File: config.mk
export PLATFORM = sky130hd
export DESIGN_NAME = syncmultiplier
export DESIGN_NICKNAME = d
export VERILOG_FILES = /design/src/rtl/sync_pkg.sv /design/src/rtl/period_meter.sv /design/src/rtl/syncmultiplier.sv
export SDC_FILE = /design/constraint.sdc
export NUM_CORES = 1
export LEC_CHECK = 0
export BUFFER_PORTS_ARGS = -buffer_cell sky130_fd_sc_hd__buf_2
export CAP_MARGIN = 10
export CORE_ASPECT_RATIO = 0.8
export CORE_UTILIZATION = 45
export DETAILED_ROUTE_END_ITERATION = 8
export GPL_TIMING_DRIVEN = 1
export HOLD_SLACK_MARGIN = 0.15
export SLEW_MARGIN = 20
export SYNTH_ARGS = -nofsm -noshare
export SYNTH_HDL_FRONTEND = slang
export SYNTH_SLANG_ARGS = --single-unit
File: constraint.sdc
create_clock -name CLK -period 2.57 [get_ports CLK]
set_input_delay 0.1285 -clock CLK [delete_from_list [all_inputs] [get_ports CLK]]
set_output_delay 0.1285 -clock CLK [all_outputs]
set_load 0.05 [all_outputs]
File: src/rtl/sync_pkg.sv
// Shared definitions for the sync divider/multiplier pair: FSM states,
// select width and the select-to-factor mapping used by both displays.
package sync_pkg;

    localparam int SEL_W = 2;

    typedef enum logic [1:0] {
        IDLE,
        RUN,
        WAIT
    } state_t;

    // Factor shown on the 7-segment display: 1, 2, 4 or 8.
    function automatic logic [3:0] factor_from_sel(input logic [SEL_W-1:0] sel);
        return 4'(4'd1 << sel);
    endfunction

endpackage

File: src/rtl/period_meter.sv
// Measures cycles between consecutive sync pulses with a saturating counter;
// flags a usable period on each sync and a timeout while saturated.
module period_meter #(
    parameter int PERIOD_W = 24
) (
    input  logic                CLK,
    input  logic                RST_N,
    input  logic                sync_in,
    output logic [PERIOD_W-1:0] period,
    output logic                period_valid,
    output logic                timeout
);

    localparam logic [PERIOD_W-1:0] CNT_MAX = '1;

    logic [PERIOD_W-1:0] cnt;

    // NOTE: sequential state is written with <= so every flop samples pre-edge values.
    always_ff @(posedge CLK or negedge RST_N) begin
        if (!RST_N) begin
            cnt <= '0;
        end else if (sync_in) begin
            cnt <= PERIOD_W'(1);
        end else if (cnt != CNT_MAX) begin
            cnt <= cnt + PERIOD_W'(1);
        end
    end

    // A sync landing exactly on saturation is still the longest legal period.
    assign period       = cnt;
    assign period_valid = sync_in;
    assign timeout      = (cnt == CNT_MAX) && !sync_in;

endmodule

File: src/rtl/syncmultiplier.sv
// Sync rate multiplier: passes each sync through and fills the following
// period with evenly spaced interpolated pulses (factor 1, 2, 4 or 8).
module syncmultiplier
    import sync_pkg::*;
#(
    parameter int PERIOD_W = 24
) (
    input  logic       CLK,
    input  logic       RST_N,
    input  logic       sync_in,
    input  logic       pb_mulby,
    output logic       sync_out,
    output logic [3:0] mulby,
    output logic       locked
);

    state_t              state;
    logic [SEL_W-1:0]    sel;
    logic [PERIOD_W-1:0] interval;
    logic [PERIOD_W-1:0] down_cnt;
    logic [2:0]          pulses_left;

    logic [PERIOD_W-1:0] period;
    logic                period_valid;
    logic                timeout;

    logic [PERIOD_W-1:0] new_interval;
    logic [3:0]          new_factor;
    logic                start_run;

    period_meter #(.PERIOD_W(PERIOD_W)) u_period_meter (
        .CLK          (CLK),
        .RST_N        (RST_N),
        .sync_in      (sync_in),
        .period       (period),
        .period_valid (period_valid),
        .timeout      (timeout)
    );

    // A coincident press is seen here with the old sel, so that sync keeps the old factor.
    assign new_interval = period >> sel;
    assign new_factor   = factor_from_sel(sel);
    assign start_run    = (sel != '0) && (new_interval >= PERIOD_W'(2));
    assign mulby        = factor_from_sel(sel);

    always_ff @(posedge CLK or negedge RST_N) begin
        if (!RST_N) begin
            sel <= '0;
        end else if (pb_mulby) begin
            sel <= sel + SEL_W'(1);
        end
    end

    // NOTE: every register, datapath included, is reset so a mid-sequence reset restarts from power-up state.
    always_ff @(posedge CLK or negedge RST_N) begin
        if (!RST_N) begin
            state       <= IDLE;
            locked      <= 1'b0;
            sync_out    <= 1'b0;
            interval    <= '0;
            down_cnt    <= '0;
            pulses_left <= '0;
        end else begin
            sync_out <= 1'b0;
            if (period_valid) begin
                // Sync wins over any expiry in the same cycle: one pulse only.
                sync_out <= 1'b1;
                if (!locked) begin
                    locked <= 1'b1;
                    state  <= IDLE;
                end else if (start_run) begin
                    state       <= RUN;
                    interval    <= new_interval;
                    down_cnt    <= new_interval;
                    pulses_left <= 3'(new_factor - 4'd1);
                end else begin
                    state <= WAIT;
                end
            end else if (timeout) begin
                locked <= 1'b0;
                state  <= IDLE;
            end else if (state == RUN) begin
                if (down_cnt == PERIOD_W'(1)) begin
                    sync_out    <= 1'b1;
                    down_cnt    <= interval;
                    pulses_left <= pulses_left - 3'd1;
                    if (pulses_left == 3'd1) begin
                        state <= WAIT;
                    end
                end else begin
                    down_cnt <= down_cnt - PERIOD_W'(1);
                end
            end
        end
    end

endmodule

==> key figures, run 1 <==
Die
  • Chip width: 122.9 µm
  • Num rows: 34
  • DIE AREA: 12,130 µm²
  • Core Region: 11,150 µm²
  • I/O pin cnt: 10
  • Die height: 98.73 µm
  • Initial Util: 0.4722

Place
  • RePlAce Congestion: 0.9184
  • DP Cell Count: 731
  • Number of port buffers: 9
  • Post-placement setup slack: -106.2 ps
  • Placed instance area: 5961 µm²
  • DP HPWL: 10.43 mm

Synth
  • Synth top cells by count: 81 x dfrtp_1, 49 x nor2_1, 37 x nand2_1
  • Biggest area consumer among synthesized cells: dfrtp_1
  • Count of different cell masters after synthesis: 66
  • Synthesized area: 5263 µm²
  • Top cells by area, synth: dfrtp_1 39%, mux4_2 9.0%, nor2_1 3.5%
  • Syn Nets: 548
  • Mapped Cells: 535
  • Number of synthesized flops with an enable pin: 0
  • Synth Register Bits: 81
  • Synth Flop Type: dfrtp_1
  • Yosys top cell area share: 0.3852
  • Yosys warning count: 0
  • Register area share after synthesis: 0.3852
  • Asr flop ratio synth: 1.000
  • Most frequent cell after synthesis: dfrtp_1
  • Avg Inst Size Synth: 9.837 µm²

Timing
  • Final Cycle Share: 1.051
  • Crit path time final: 2702 ps
  • Worst Max-Slew Pin Slew: 766.9 ps
  • Max transition margin: 0.4887
  • Worst Setup Slack, final: -132.1 ps
  • Max Fclk: 370.1 MHz
  • Fin. max-slew vios: 0
  • Setup Viol. Count Final: 52
  • Setup TNS: -4988 ps
  • RSZ-0062 raised after global routing: true
  • Final setup skew: 4.417 ps
  • Fin Hold WS: 242.5 ps
  • Fin. Hold Viols: 0

Critical path
  • Cells on worst reg2reg path: 10
  • CP max-delay cell: mux4_2
  • CP endpoint: down_cnt[13]
  • Crit-path max FO: 7
  • CP Depth: 10
  • Crit-path leading delay family: multiplexers
  • Worst R2R Setup Slack: -130 ps
  • CP Buf/Inv Count: 4
  • Worst endpoint required time: 2800 ps
  • Worst path cell trace: buf_12, buf_6, mux4_2, nor4_2, nand2_1, o31ai_4, buf_6, buf_6, nand2_8, mux2_4
  • Crit-path most repeated cell: buf_6
  • CP Capture Type: flop
  • Worst reg2reg path endpoint: down_cnt[13]
  • Critical R2R Launch: sel[0]
  • Crit path largest cell delay: 550 ps
  • CP Launch Type: flop
  • Crit Path Class: reg2reg
  • Setup crit start: sel[0]
  • Arrival time at the worst endpoint: 2930 ps

Cells and area
  • Post-Layout Cell Count: 773
  • Area Growth Syn to Fin: 28.70%
  • Final Cell Area: 6773 µm²
  • Share of cells above drive strength 1: 0.3180
  • Fin util: 0.6077
  • Ant. Diodes: 0
  • Final Net Count: 638

Clocking
  • Maximum clock path buffer count: 2
  • Clock Sinks: 81
  • CTS tree: yes
  • Skew-Pair Late Insertion Delay: 340 ps
  • CTS Buf Count: 9
  • Worst-path clk slew: 60 ps
  • CTS root buf: clkbuf_16
  • Htree depth: 3

Hold path
  • Hold Path Class: in2reg

Route
  • ANT nets after route: 0
  • Routed WL: 15.58 mm
  • Drt pass-1 iters: 7
  • DRT iter0 DRCs: 456
  • Vias: 4,788
  • Drc violations: 0
  • Via/cell ratio: 6.194
  • Wire length per cell: 20.16 µm

Global route
  • GRT Util Overall: 0.2732
  • Largest net degree at the start of global routing: 82
  • Grt ovf: 0
  • Vias in the first global route: 4,657
  • First-pass GRT wire length: 25.12 mm
  • Initial antenna violation count: 0

Outcome
  • Failing checks: negative setup slack
  • Status: finished with violations

Power and ir drop
  • Tot Pwr: 5.812 mW
  • Maximum VDD drop: 0.0003970 V
  • Lkg Pwr: 3.047 nW
  • Pwr dens: 858.2 nW/µm²

Flow run
  • Max Cap Viol: 0
## logic make-up after synthesis
family          share of synthesized area
simple gates                       0.1874
xor+xnor                          0.03828
buf+inv                           0.06253
fa+ha+maj                         0.02140
flops                              0.3852
compound gates                     0.1465
mux                                0.1588
## area by class of cell
type / instances / area (µm²)
clock buffer: 11 / 242.7
clock inverter: 4 / 77.57
fill: 923 / 4373
inverter: 26 / 97.59
multi-input combinational: 387 / 3098
sequential: 81 / 2028
tap: 144 / 180.2
timing repair buffer: 120 / 1049
## report_power, final
part / internal [mW] / leakage [nW] / switching [mW]
Combinational: 1.27 / 1.83 / 1.29
Sequential: 1.56 / 1.06 / 0.294
Clock: 0.876 / 0.156 / 0.528
## sequential cells by signal (all words and copies together), names as in the netlist
| register | flops |
|---|---|
| pulses_left | 3 |
| state | 2 |
| u_period_meter.period | 24 |
| locked | 1 |
| down_cnt | 24 |
| sync_out | 1 |
| interval | 24 |
| sel | 2 |
## layout by cell type, fill, tap and decap left out, types with 10 or more instances in the layout
| master | n |
|---|---|
| nand3_1 | 18 |
| nor3_1 | 14 |
| mux2_4 | 22 |
| inv_1 | 25 |
| buf_4 | 92 |
| mux2i_1 | 10 |
| dfrtp_1 | 80 |
| a21oi_1 | 17 |
| nor4_1 | 11 |
| nand2_1 | 36 |
| o21ai_0 | 22 |
| nor2_1 | 49 |
| mux4_2 | 21 |
| clkbuf_16 | 10 |
| xnor2_1 | 17 |
## worst min path at each step
stage / slack [ps] / endpoint / startpoint / depth (start not counted)
floorplan: -170 / down_cnt[0] / RST_N / 0
global route: 250 / sync_out / sync_in / 3
CTS: 230 / sync_out / sync_in / 3
global placement: 380 / pulses_left[1] / RST_N / 1
detailed placement: 370 / sel[0] / pb_mulby / 2
finish: 240 / sync_out / sync_in / 3
## repair_timing
item,4_1_cts,5_1_grt
cloned,2,1
endpoints found under the setup margin,43,53
endpoints found under the hold margin,83,0
setup buffers,11,12
hold buffers,2,0
pin swaps,8,9
gates resized for setup,20,35
## worst reg2reg max path, stage by stage (launching register included)
cell and delay [ps]:
dfrtp_2 420, buf_12 140, buf_6 130, mux4_2 550, nor4_2 260, nand2_1 150, o31ai_4 260, buf_6 180
buf_6 120, nand2_8 70, mux2_4 300
## metal layers
layer,wire (µm),share of wire,global-route usage
met1,6964,0.45,0.3946
met2,7067,0.45,0.4071
met3,1264,0.081,0.06539
met4,285,0.018,0.07786
met5,0,0,0
Power figures use the tool's default switching activity.
==> run 2: changes to the inputs <==
Settings changed: BUFFER_PORTS_ARGS -buffer_cell sky130_fd_sc_hd__buf_2 to -buffer_cell sky130_fd_sc_hd__buf_4, PLACE_DENSITY_LB_ADDON set to 0.15.
==> key figures, run 2 (synthesized netlist as in run 1, its figures left out) <==
Outcome
  • Status: finished with violations
  • Failing checks: negative setup slack

Route
  • Routed WL: 15.74 mm (+0.99%)
  • ANT nets after route: 0 (unchanged)
  • Drc violations: 0 (unchanged)
  • Drt pass-1 iters: 4 (-3)
  • Vias: 4,804 (+0.33%)
  • Via/cell ratio: 6.143 (-0.82%)
  • Wire length per cell: 20.12 µm (-0.17%)
  • DRT iter0 DRCs: 383 (-16%)

Clocking
  • Skew-Pair Late Insertion Delay: 330 ps (about the same)
  • CTS tree: yes
  • Maximum clock path buffer count: 2 (unchanged)
  • CTS Buf Count: 9 (unchanged)
  • Htree depth: 3 (unchanged)
  • CTS root buf: clkbuf_16
  • Worst-path clk slew: 60 ps (about the same)
  • Clock Sinks: 81 (unchanged)

Die
  • Initial Util: 0.4722 (unchanged)
  • DIE AREA: 12,130 µm² (unchanged)
  • Die height: 98.73 µm (unchanged)
  • I/O pin cnt: 10 (unchanged)
  • Num rows: 34 (unchanged)
  • Chip width: 122.9 µm (unchanged)
  • Core Region: 11,150 µm² (unchanged)

Timing
  • Fin. max-slew vios: 0 (unchanged)
  • Fin. Hold Viols: 0 (unchanged)
  • Worst Max-Slew Pin Slew: 664.5 ps (-102.4 ps)
  • Crit path time final: 2822 ps (+120.3 ps)
  • Fin Hold WS: 295.8 ps (+53.35 ps)
  • Worst Setup Slack, final: -252.4 ps (-120.3 ps)
  • Setup TNS: -8261 ps (-3273 ps)
  • Final Cycle Share: 1.098 (+0.04680)
  • RSZ-0062 raised after global routing: true
  • Final setup skew: 5.272 ps (+0.8551 ps)
  • Setup Viol. Count Final: 53 (+1.9%)
  • Max Fclk: 354.3 MHz (-4.3%)
  • Max transition margin: 0.5570 (+0.06825)

Place
  • DP Cell Count: 740 (+1.2%)
  • Post-placement setup slack: -201.9 ps (-95.68 ps)
  • Placed instance area: 6048 µm² (+1.5%)
  • DP HPWL: 10.55 mm (+1.2%)
  • RePlAce Congestion: 0.8883 (-3.3%)
  • Number of port buffers: 9 (unchanged)

Cells and area
  • Final Net Count: 646 (+1.3%)
  • Area Growth Syn to Fin: 30.93%
  • Most common cell after layout, fill and taps aside: buf_4
  • Filler cells: 878 (-4.9%)
  • Post-Layout Cell Count: 782 (+1.2%)
  • Share of cells above drive strength 1: 0.3323 (+0.01432)
  • Commonest cells after routing, fill and taps aside: 104 x buf_4, 80 x dfrtp_1, 49 x nor2_1, 35 x nand2_1, 25 x inv_1
  • Ant. Diodes: 0 (unchanged)
  • Final Cell Area: 6890 µm² (+1.7%)
  • Fin util: 0.6182 (+0.01055)

Critical path
  • CP Buf/Inv Count: 5 (+1)
  • Crit-path leading delay family: buffers and inverters
  • CP Capture Type: flop
  • CP Launch Type: flop
  • Arrival time at the worst endpoint: 3040 ps (+110 ps)
  • Worst path cell trace: buf_12, buf_8, buf_4, mux4_2, nor4_2, nand3_1, o31ai_4, buf_12, buf_12, nand2_8, mux2_4
  • CP max-delay cell: dfrtp_2
  • Crit-path most repeated cell: buf_12
  • Crit-path max FO: 7 (unchanged)
  • Worst endpoint required time: 2790 ps (about the same)
  • Crit path largest cell delay: 460 ps (-90 ps)
  • Crit Path Class: reg2reg

Global route
  • Vias in the first global route: 4,521 (-2.9%)
  • GR Layer Usage met3: 0.04109 (-0.02431)
  • Busiest layer in global routing: met1
  • First-pass GRT wire length: 24.85 mm (-1.0%)
  • Initial antenna violation count: 0 (unchanged)
  • Met1 GRT Util: 0.4128 (+0.01823)
  • Grt ovf: 0 (unchanged)
  • GRT Util Overall: 0.2705 (-0.002700)
  • Largest net degree at the start of global routing: 60 (-27%)
  • Met2 Use GR: 0.3967 (-0.01037)

Power and ir drop
  • Tot Pwr: 5.945 mW (+2.3%)
  • Maximum VDD drop: 0.0004299 V (+8.3%)
  • Lkg Pwr: 3.096 nW (+1.6%)
  • Pwr dens: 862.8 nW/µm² (+0.53%)

Hold path
  • Hold Path Class: in2reg

Flow run
  • Max Cap Viol: 0 (unchanged)
[run 2: cell count changes in the layout (fill, tap and decap cells not counted), moves of 2 or more]
cell,previous run,this run
clkinv_2,0,3
nor3_1,14,16
mux2_4,22,19
mux2_2,0,4
clkinv_4,2,0
o2bb2ai_2,1,3
buf_4,92,104
o2bb2ai_1,4,2
buf_2,8,0
buf_16,1,3
buf_12,7,10
[run 2: timing repair]
action / in CTS / in global routing
setup endpoints to repair: 49 / 53
hold buffers: 2 / 0
pin swaps: 6 / 10
setup buffers: 13 / 8
gates resized for setup: 44 / 13
hold endpoints to repair: 41 / 0
cloned: 5 / 0
[run 2: routing by layer]
layer  vias to the layer above  part of all wire  wire length (µm)
li1                       2175                 -                 -
met1                      2396              0.47              7388
met2                       208              0.45              7012
met3                        25             0.066              1038
met4                         0             0.019               298
met5                         -                 0                 0
[run 2: report_power, final]
part | internal (mW) | switching [mW] | total [mW]
Combinational | 1.40 | 1.33 | 2.73
Clock | 0.847 | 0.530 | 1.38
Sequential | 1.56 | 0.283 | 1.84
Total | 3.80 | 2.14 | 5.94
[run 2: layout make-up]
type	count	area (µm²)	area share
multi-input combinational	387	3084	0.4476
sequential	81	2028	0.2944
timing repair buffer	128	1189	0.1725
clock buffer	10	229.0	0.03323
tap	144	180.2	0.02615
inverter	26	97.59	0.01416
clock inverter	6	82.58	0.01198
[run 2: final timing paths]
path	from	to	slack (ps)	depth (start not counted)
setup / recovery	sel[0]	down_cnt[13]	-250	11
hold / removal	sync_in	state[0]	300	4
setup reg to reg	sel[0]	down_cnt[13]	-250	11
hold reg to reg	interval[23]	interval[23]	470	2
max in group asynchronous	RST_N	sel[0]	1470	3
min in group asynchronous	RST_N	pulses_left[1]	320	2
[run 2: tightest hold or removal path, stage by stage]
cell and delay (ps):
buf_4 90, clkinv_1 140, o311ai_1 170, o21ai_2 70
